## src/rtl/serial_tx.sv

```systemverilog
// serial_tx: byte-wide to single-wire serial transmitter.
// Frame = start bit (0), DATA_BITS data bits LSB first, optional even-parity
// bit, one stop bit (1). The line idles high. The byte input uses a
// valid/ready handshake.
// Optional feature macro: SERIAL_TX_PARITY_EN (adds the even-parity bit).
// out_tx is registered from the current state, so it trails the state
// register by one clock. The start bit therefore appears one cycle after
// the accept edge, and every bit still lasts exactly CLKS_PER_BIT cycles.

module serial_tx #(
  parameter int CLKS_PER_BIT = 16,
  parameter int DATA_BITS    = 8
) (
  input  logic                 clk,
  input  logic                 rst_n,
  input  logic [DATA_BITS-1:0] in_data,
  input  logic                 in_valid,
  output logic                 in_ready,
  output logic                 out_tx,
  output logic                 out_busy
);

  localparam int BAUD_W = $clog2(CLKS_PER_BIT + 1);
  localparam int BIT_W  = $clog2(DATA_BITS);

  localparam logic [BAUD_W-1:0] BAUD_LAST = BAUD_W'(CLKS_PER_BIT - 1);
  localparam logic [BIT_W-1:0]  BIT_LAST  = BIT_W'(DATA_BITS - 1);

`ifdef SERIAL_TX_PARITY_EN
  typedef enum logic [2:0] {
    ST_IDLE   = 3'd0,
    ST_START  = 3'd1,
    ST_DATA   = 3'd2,
    ST_PARITY = 3'd3,
    ST_STOP   = 3'd4
  } state_t;
`else
  typedef enum logic [2:0] {
    ST_IDLE   = 3'd0,
    ST_START  = 3'd1,
    ST_DATA   = 3'd2,
    ST_STOP   = 3'd4
  } state_t;
`endif

  state_t                 state_r;
  state_t                 state_s;
  logic [BAUD_W-1:0]      baud_r;
  logic [BIT_W-1:0]       bit_r;
  logic [DATA_BITS-1:0]   shift_r;
  logic                   tx_r;
  logic                   tx_s;
  logic                   ready_r;
  logic                   accept_s;
  logic                   baud_last_s;
  logic                   bit_last_s;

`ifdef SERIAL_TX_PARITY_EN
  logic                   parity_r;

  // Even parity: the parity bit makes the total count of ones even.
  function automatic logic even_parity(input logic [DATA_BITS-1:0] d);
    return ^d;
  endfunction
`endif

  assign accept_s    = in_valid && ready_r;
  assign baud_last_s = (baud_r == BAUD_LAST);
  assign bit_last_s  = (bit_r == BIT_LAST);

  assign in_ready = ready_r;
  assign out_busy = ~ready_r;
  assign out_tx   = tx_r;

  // State register.
  always_ff @(posedge clk or negedge rst_n) begin
    if (!rst_n) begin
      state_r <= ST_IDLE;
    end else begin
      state_r <= state_s;
    end
  end

  // Next-state logic: every non-idle state advances at the end of its bit time.
  always_comb begin
    state_s = state_r;
    case (state_r)
      ST_IDLE: begin
        if (accept_s) state_s = ST_START;
        else          state_s = ST_IDLE;
      end
      ST_START: begin
        if (baud_last_s) state_s = ST_DATA;
        else             state_s = ST_START;
      end
      ST_DATA: begin
        if (baud_last_s && bit_last_s) begin
`ifdef SERIAL_TX_PARITY_EN
          state_s = ST_PARITY;
`else
          state_s = ST_STOP;
`endif
        end else begin
          state_s = ST_DATA;
        end
      end
`ifdef SERIAL_TX_PARITY_EN
      ST_PARITY: begin
        if (baud_last_s) state_s = ST_STOP;
        else             state_s = ST_PARITY;
      end
`endif
      ST_STOP: begin
        if (baud_last_s) state_s = ST_IDLE;
        else             state_s = ST_STOP;
      end
      default: state_s = ST_IDLE;
    endcase
  end

  // Handshake ready mirrors "next state is IDLE", so it equals state_r==IDLE.
  always_ff @(posedge clk or negedge rst_n) begin
    if (!rst_n) begin
      ready_r <= 1'b1;
    end else begin
      ready_r <= (state_s == ST_IDLE);
    end
  end

  // Baud counter: 0..CLKS_PER_BIT-1 in any active state, wraps at bit boundary.
  always_ff @(posedge clk or negedge rst_n) begin
    if (!rst_n) begin
      baud_r <= '0;
    end else if ((state_r == ST_IDLE) || baud_last_s) begin
      baud_r <= '0;
    end else begin
      baud_r <= baud_r + BAUD_W'(1);
    end
  end

  // Bit counter: indexes the data bit being sent, only meaningful in DATA.
  always_ff @(posedge clk or negedge rst_n) begin
    if (!rst_n) begin
      bit_r <= '0;
    end else if (state_r != ST_DATA) begin
      bit_r <= '0;
    end else if (baud_last_s) begin
      bit_r <= bit_last_s ? '0 : (bit_r + BIT_W'(1));
    end else begin
      bit_r <= bit_r;
    end
  end

  // Shift register: loaded on accept, shifted right at each data-bit boundary.
  always_ff @(posedge clk or negedge rst_n) begin
    if (!rst_n) begin
      shift_r <= '0;
    end else if (accept_s) begin
      shift_r <= in_data;
    end else if ((state_r == ST_DATA) && baud_last_s) begin
      shift_r <= {1'b0, shift_r[DATA_BITS-1:1]};
    end else begin
      shift_r <= shift_r;
    end
  end

`ifdef SERIAL_TX_PARITY_EN
  // Parity of the accepted byte, captured alongside the shift register.
  always_ff @(posedge clk or negedge rst_n) begin
    if (!rst_n) begin
      parity_r <= 1'b0;
    end else if (accept_s) begin
      parity_r <= even_parity(in_data);
    end else begin
      parity_r <= parity_r;
    end
  end
`endif

  // Line level for the current state.
  always_comb begin
    tx_s = 1'b1;
    case (state_r)
      ST_IDLE:   tx_s = 1'b1;
      ST_START:  tx_s = 1'b0;
      ST_DATA:   tx_s = shift_r[0];
`ifdef SERIAL_TX_PARITY_EN
      ST_PARITY: tx_s = parity_r;
`endif
      ST_STOP:   tx_s = 1'b1;
      default:   tx_s = 1'b1;
    endcase
  end

  // Registered serial output; reset forces the line high immediately.
  always_ff @(posedge clk or negedge rst_n) begin
    if (!rst_n) begin
      tx_r <= 1'b1;
    end else begin
      tx_r <= tx_s;
    end
  end

endmodule

```

## config.mk

```make
export PLATFORM = sky130hd
export DESIGN_NAME = serial_tx
export DESIGN_NICKNAME = d
export VERILOG_FILES = /design/src/rtl/serial_tx.sv
export SDC_FILE = /design/constraint.sdc
export NUM_CORES = 1
export LEC_CHECK = 0
export CORE_ASPECT_RATIO = 0.8
export CORE_MARGIN = 5
export CORE_UTILIZATION = 25
export DETAILED_ROUTE_END_ITERATION = 8
export GPL_TIMING_DRIVEN = 1
export PLACE_DENSITY = 0.55
export RECOVER_POWER = 25
export REMOVE_ABC_BUFFERS = 1
export SKIP_CTS_REPAIR_TIMING = 1
export SYNTH_ARGS = -nofsm -noshare
export SYNTH_HDL_FRONTEND = slang
export SYNTH_SLANG_ARGS = --single-unit
```

## constraint.sdc

```tcl
create_clock -name clk -period 4.9 [get_ports clk]
set_input_delay 0.98 -clock clk [delete_from_list [all_inputs] [get_ports clk]]
set_output_delay 0.98 -clock clk [all_outputs]
set_load 0.1 [all_outputs]
```

==> metrics <==
Synth Instances 83; fin. max-slew vios 0; CP Max Fanout 6; # clock sinks 21; CP arrival 2.05 ns; CP max stage delay approximately 1.2 ns; sequential share of the synthesized area 51.59%; Synth Area in Compound Gates under 10%; Worst path slowest cell clkdlybuf4s50_1; Max-slew headroom 34.60%; CP delay by family, top buffers and inverters; pin count of the biggest net entering global routing 22; area delta synth->final 23.47%; max cap viols 0; skew final 0.008837 ns; Required @ worst endpoint 3.92 ns; CTS tree done; Hold Vio Cnt, Final 0; Syn. warnings 0; P_int approximately 0.00024 W; Max Fclk about 330 MHz; # IOs 14; number of global-route vias before repair 715; grt met1 use 9.772%; crit path time final 3.031 ns; FP Rows 20; dpl ws 2.160 ns; crit path cell chain clkdlybuf4s50_1; vias post-DR between 600 and 700; first-pass GRT wire length between 3000 and 4000 um; pwr/cell area 239.0 nW/um^2; crit path kind register to output pin; DRT Pass-1 Iters 4; Post-route DRC 0; crit start category register; Final HPWL DP ~1400 um; busiest grt layer met2; RePlAce Congestion ~0.7; worst IR drop on VDD 85.96 uV; met3 usage 3.067%; die area 5482 um^2; share of layout cells above drive strength 1 between 20% and 30%; First DRT Iteration DRCs 26; Vias/cell between 4 and 5; Syn Std Cell Area 1023 um^2; gr usage total just over 8%; fin nets 116; hold_ws 0.4624 ns; DR WL/cell 12.35 um; starting density of the core between 20% and 30%; met2 Use GR 12.80%; worst path buffer plus inverter count 1; Clock power frac 38.7%; CTS max path bufs 2; total CTS buffers 3; Horiz. Die Dim 81.54 um; setup TNS 0 ns; Root Buffer Master clkbuf_8; combinational fraction of design power 4.0%; clk_lat worst skew 0.27 ns; syn avg cell area roughly 12 um^2; Ant. Diodes 0; worst hold path class register to register; final worst path period share around 62%; core area ~3900 um^2; Sw Ratio 21.11%; WL final approximately 1900 um; Die Span Y 67.23 um; #FFs+latches synth 21; net switching power 0.00006375 W; multiplexer share of the synthesized area about a fifth; GRT overflow 0; Final setup viols 0; status finished clean; Post-Synth XOR/XNOR Area 1.711%; Setup crit end kind output pin; P_leak 0.5784 nW; initial antenna violation count 0; PortBufs 13; largest family of logic cells by synthesized area multiplexers; clk slew on worst S/H paths 0.08 ns; Post-Synth Adder-Cell Area under 10%; htree depth 1; Least-Margin Pin Slew 0.9780 ns; post-synth cell types 25; Sequential Power Share 57.4%; RSZ-0062 raised after global routing false; Simple-Gate Fraction of Synth Area 11.61%; antenna-violating nets left 0; Final WS setup 1.869 ns; FILL cells 389
## path summary, 6_finish.rpt
check                           from         end  slack [ns]  cells past startpoint
max in group asynchronous      rst_n  shift_r[4]        3.11                      1
max                         in_ready    in_ready        1.87                      1
min in group asynchronous      rst_n   baud_r[2]        1.23                      1
min reg2reg                baud_r[0]   baud_r[0]        0.46                      1
min                        baud_r[0]   baud_r[0]        0.46                      1
max reg2reg                baud_r[0]  shift_r[6]        2.81                      5
## cell usage after synthesis
cell type / n / area [um^2]
a21oi_1: 3 / 15.01
a32o_1: 1 / 10.01
a32oi_1: 1 / 8.760
a32oi_4: 1 / 27.53
and3_1: 1 / 6.260
clkbuf_1: 1 / 3.750
dfrtp_1: 19 / 475.5
dfstp_2: 2 / 52.55
ha_1: 5 / 62.56
inv_1: 4 / 15.01
mux2_2: 15 / 168.9
mux2i_1: 3 / 30.03
nand2_1: 3 / 11.26
nand2_2: 1 / 6.260
nand3_1: 2 / 10.01
nor2_1: 11 / 41.29
nor2b_1: 1 / 6.260
nor2b_4: 1 / 13.76
nor3_1: 2 / 10.01
nor3b_1: 1 / 7.510
o21bai_1: 1 / 7.510
o32a_1: 1 / 10.01
or2_2: 1 / 6.260
xnor2_1: 1 / 8.760
xor2_1: 1 / 8.760
## metal layers
metal  up-vias  routed length (um)
met3         2                  97
met2        12                 912
met4         0                  26
met1       329                 866
met5         -                   0
li1        322                   -
## stage by stage
stage | total power [W] | instances | area (um^2) | util [%]
2_1_floorplan | 0.0001768 | 82 | 1020 | -
5_1_grt | 0.0003156 | 154 | 1264 | 32.58
3_5_place_dp | 0.0001891 | 150 | 1219 | 31.42
6_report | 0.0003020 | 154 | 1264 | 32.58
4_1_cts | 0.0003081 | 154 | 1264 | 32.58
3_3_place_gp | 0.0001889 | 150 | 1219 | 31.42
## registers in the layout (all words and copies together) (netlist names)
| name | count |
|---|---|
| baud_r | 5 |
| bit_r | 3 |
| in_ready | 1 |
| out_tx | 1 |
| shift_r | 8 |
| state_r | 3 |
## power groups by stage
stage / logic (W) / clock network [W] / registers [W]
floorplan: 0.000000115 / 0 / 0.000177
global placement: 0.0000123 / 0 / 0.000177
detailed placement: 0.0000125 / 0 / 0.000177
CTS: 0.0000126 / 0.000122 / 0.000173
global route: 0.0000135 / 0.000129 / 0.000173
finish: 0.0000119 / 0.000117 / 0.000173
## cell usage in the layout (no fill, tap or decap)
| cell type | n |
|---|---|
| nand2_1 | 3 |
| clkbuf_1 | 1 |
| nor2b_4 | 1 |
| inv_1 | 4 |
| mux2_2 | 15 |
| dfrtp_1 | 19 |
| mux2i_1 | 3 |
| and3_1 | 1 |
| nor3b_1 | 1 |
| a32oi_1 | 1 |
| xor2_1 | 1 |
| dfstp_2 | 2 |
| xnor2_1 | 1 |
| nor2b_1 | 1 |
| clkbuf_8 | 3 |
| nor2_1 | 11 |
| clkdlybuf4s50_1 | 13 |
| o21bai_1 | 1 |
| a32o_1 | 1 |
| nor3_1 | 2 |
| or2_2 | 1 |
| nand2_2 | 1 |
| nand3_1 | 2 |
| o32a_1 | 1 |
| ha_1 | 5 |
| a32oi_4 | 1 |
| a21oi_1 | 3 |
## cell families after synthesis
logic type	after synthesis
AND/OR/NAND/NOR	24
flip-flops	21
multiplexers	18
AO/OA/AOI/OAI	8
buffers and inverters	5
adder cells (fa/ha/maj)	5
XOR/XNOR	2
## final cells by class
| type | count | area [um^2] | share of cell area, % |
|---|---|---|---|
| clock buffer | 4 | 45.04 | 3.564 |
| inverter | 4 | 15.01 | 1.188 |
| multi-input combinational | 57 | 476.7 | 37.72 |
| sequential | 21 | 528.0 | 41.78 |
| tap | 55 | 68.82 | 5.446 |
| timing repair buffer | 13 | 130.1 | 10.30 |
Power figures use the tool's default switching activity.
==> patch (same settings) <==
Set the parameter `DATA_BITS` to 4 (it was 8).
--- a/src/rtl/serial_tx.sv
+++ b/src/rtl/serial_tx.sv
@@ -9,7 +9,7 @@
 
 module serial_tx #(
   parameter int CLKS_PER_BIT = 16,
-  parameter int DATA_BITS    = 8
+  parameter int DATA_BITS    = 4
 ) (
   input  logic                 clk,
   input  logic                 rst_n,
Ports: changed (resized in_data); port bits go from 14 to 10. No check against the original RTL was run, so the function may have changed too.
==> patch against the original RTL <==
Non-clock buffer count down 4. Design area down 25%. Synthesized area decreased by 22%. Critical path depth stayed put. Die area decreased by 19%. Worst setup slack improved by 0.10 ns. Wire length down 29%. Via count fell by 24%. Sequential cell count shrank 5. Critical endpoint unchanged. Highest routed layer unchanged.
Power is not compared: it rests on default switching activity, and its combinational part moved more than twofold at a synthesized area within 25%.
==> patch: results (changes against the original RTL) <==
metric	value	unit	change
fraction of area in non-clock buffers	9.524	%	-0.77 points
Detail Route met3 WL	58	um	-40%
Clock transition at path regs	0.06	ns	-0.02 ns
non-filler cells, final	116		-25%
1st-iter DRT viols	6		-77%
fraction of layout cells with a size suffix above 1	19.74	%	-4.5 points
via count	506		-24%
GR Util met3	2.649	%	-0.42 points
pin count of the biggest net entering global routing	17		-23%
met2 usage	10.06	%	-2.7 points
fillcell total	316		-19%
clock network share of area	4.365	%	+0.80 points
R2R cell count	6		+1
R2R Path End	shift_r[2]		
Site Rows	18		-10%
first-pass GRT wire length	2.332	mm	-30%
post-DP HPWL	948.7	um	-33%
Largest regs	baud_r x5, shift_r x4, state_r x3		
Final Skew	0.003535	ns	-0.005302 ns
WP data arrival	1.95	ns	-0.10 ns
number of global-route vias before repair	498		-30%
WHS	0.4537	ns	-0.008651 ns
multi-input gates	44		-23%
Non-clk bufs	9		-4
PortBufs	9		-4
Final Wtd Congestion	0.6600		-5.4%
Placed Cells	113		-25%
sequential portion of the cell area	42.59	%	+0.81 points
status	complete, no violations		
distinct cell type count after synthesis	29		+16%
CLK BUF	3		-1
## patch: cell count changes after synthesis, moves of 2 or more
cell	before	now
buf_4	0	2
ha_1	5	3
mux2i_1	3	1
nor2_1	11	9
nand2_1	3	1
mux2_4	0	3
mux2_2	15	4
a21oi_1	3	5
dfrtp_1	19	14
## patch: worst max path at each step
stage                to  cells past startpoint      from
6_report       in_ready                      1  in_ready
5_1_grt        in_ready                      1  in_ready
4_1_cts        in_ready                      1  in_ready
3_5_place_dp   in_ready                      1  in_ready
3_3_place_gp   in_ready                      1  in_ready
2_1_floorplan  out_busy                      1  in_ready
## patch: cells by family (layout without fill, tap and decap cells)
| family | Yosys count | count (layout) | synth area share [%] |
|---|---|---|---|
| simple gates | 20 | 20 | 13.21 |
| flops | 16 | 16 | 50.63 |
| buf+inv | 8 | 16 | 5.816 |
| xor+xnor | 2 | 2 | 2.202 |
| fa+ha+maj | 3 | 3 | 4.717 |
| compound gates | 11 | 11 | 10.85 |
| mux | 8 | 8 | 12.58 |
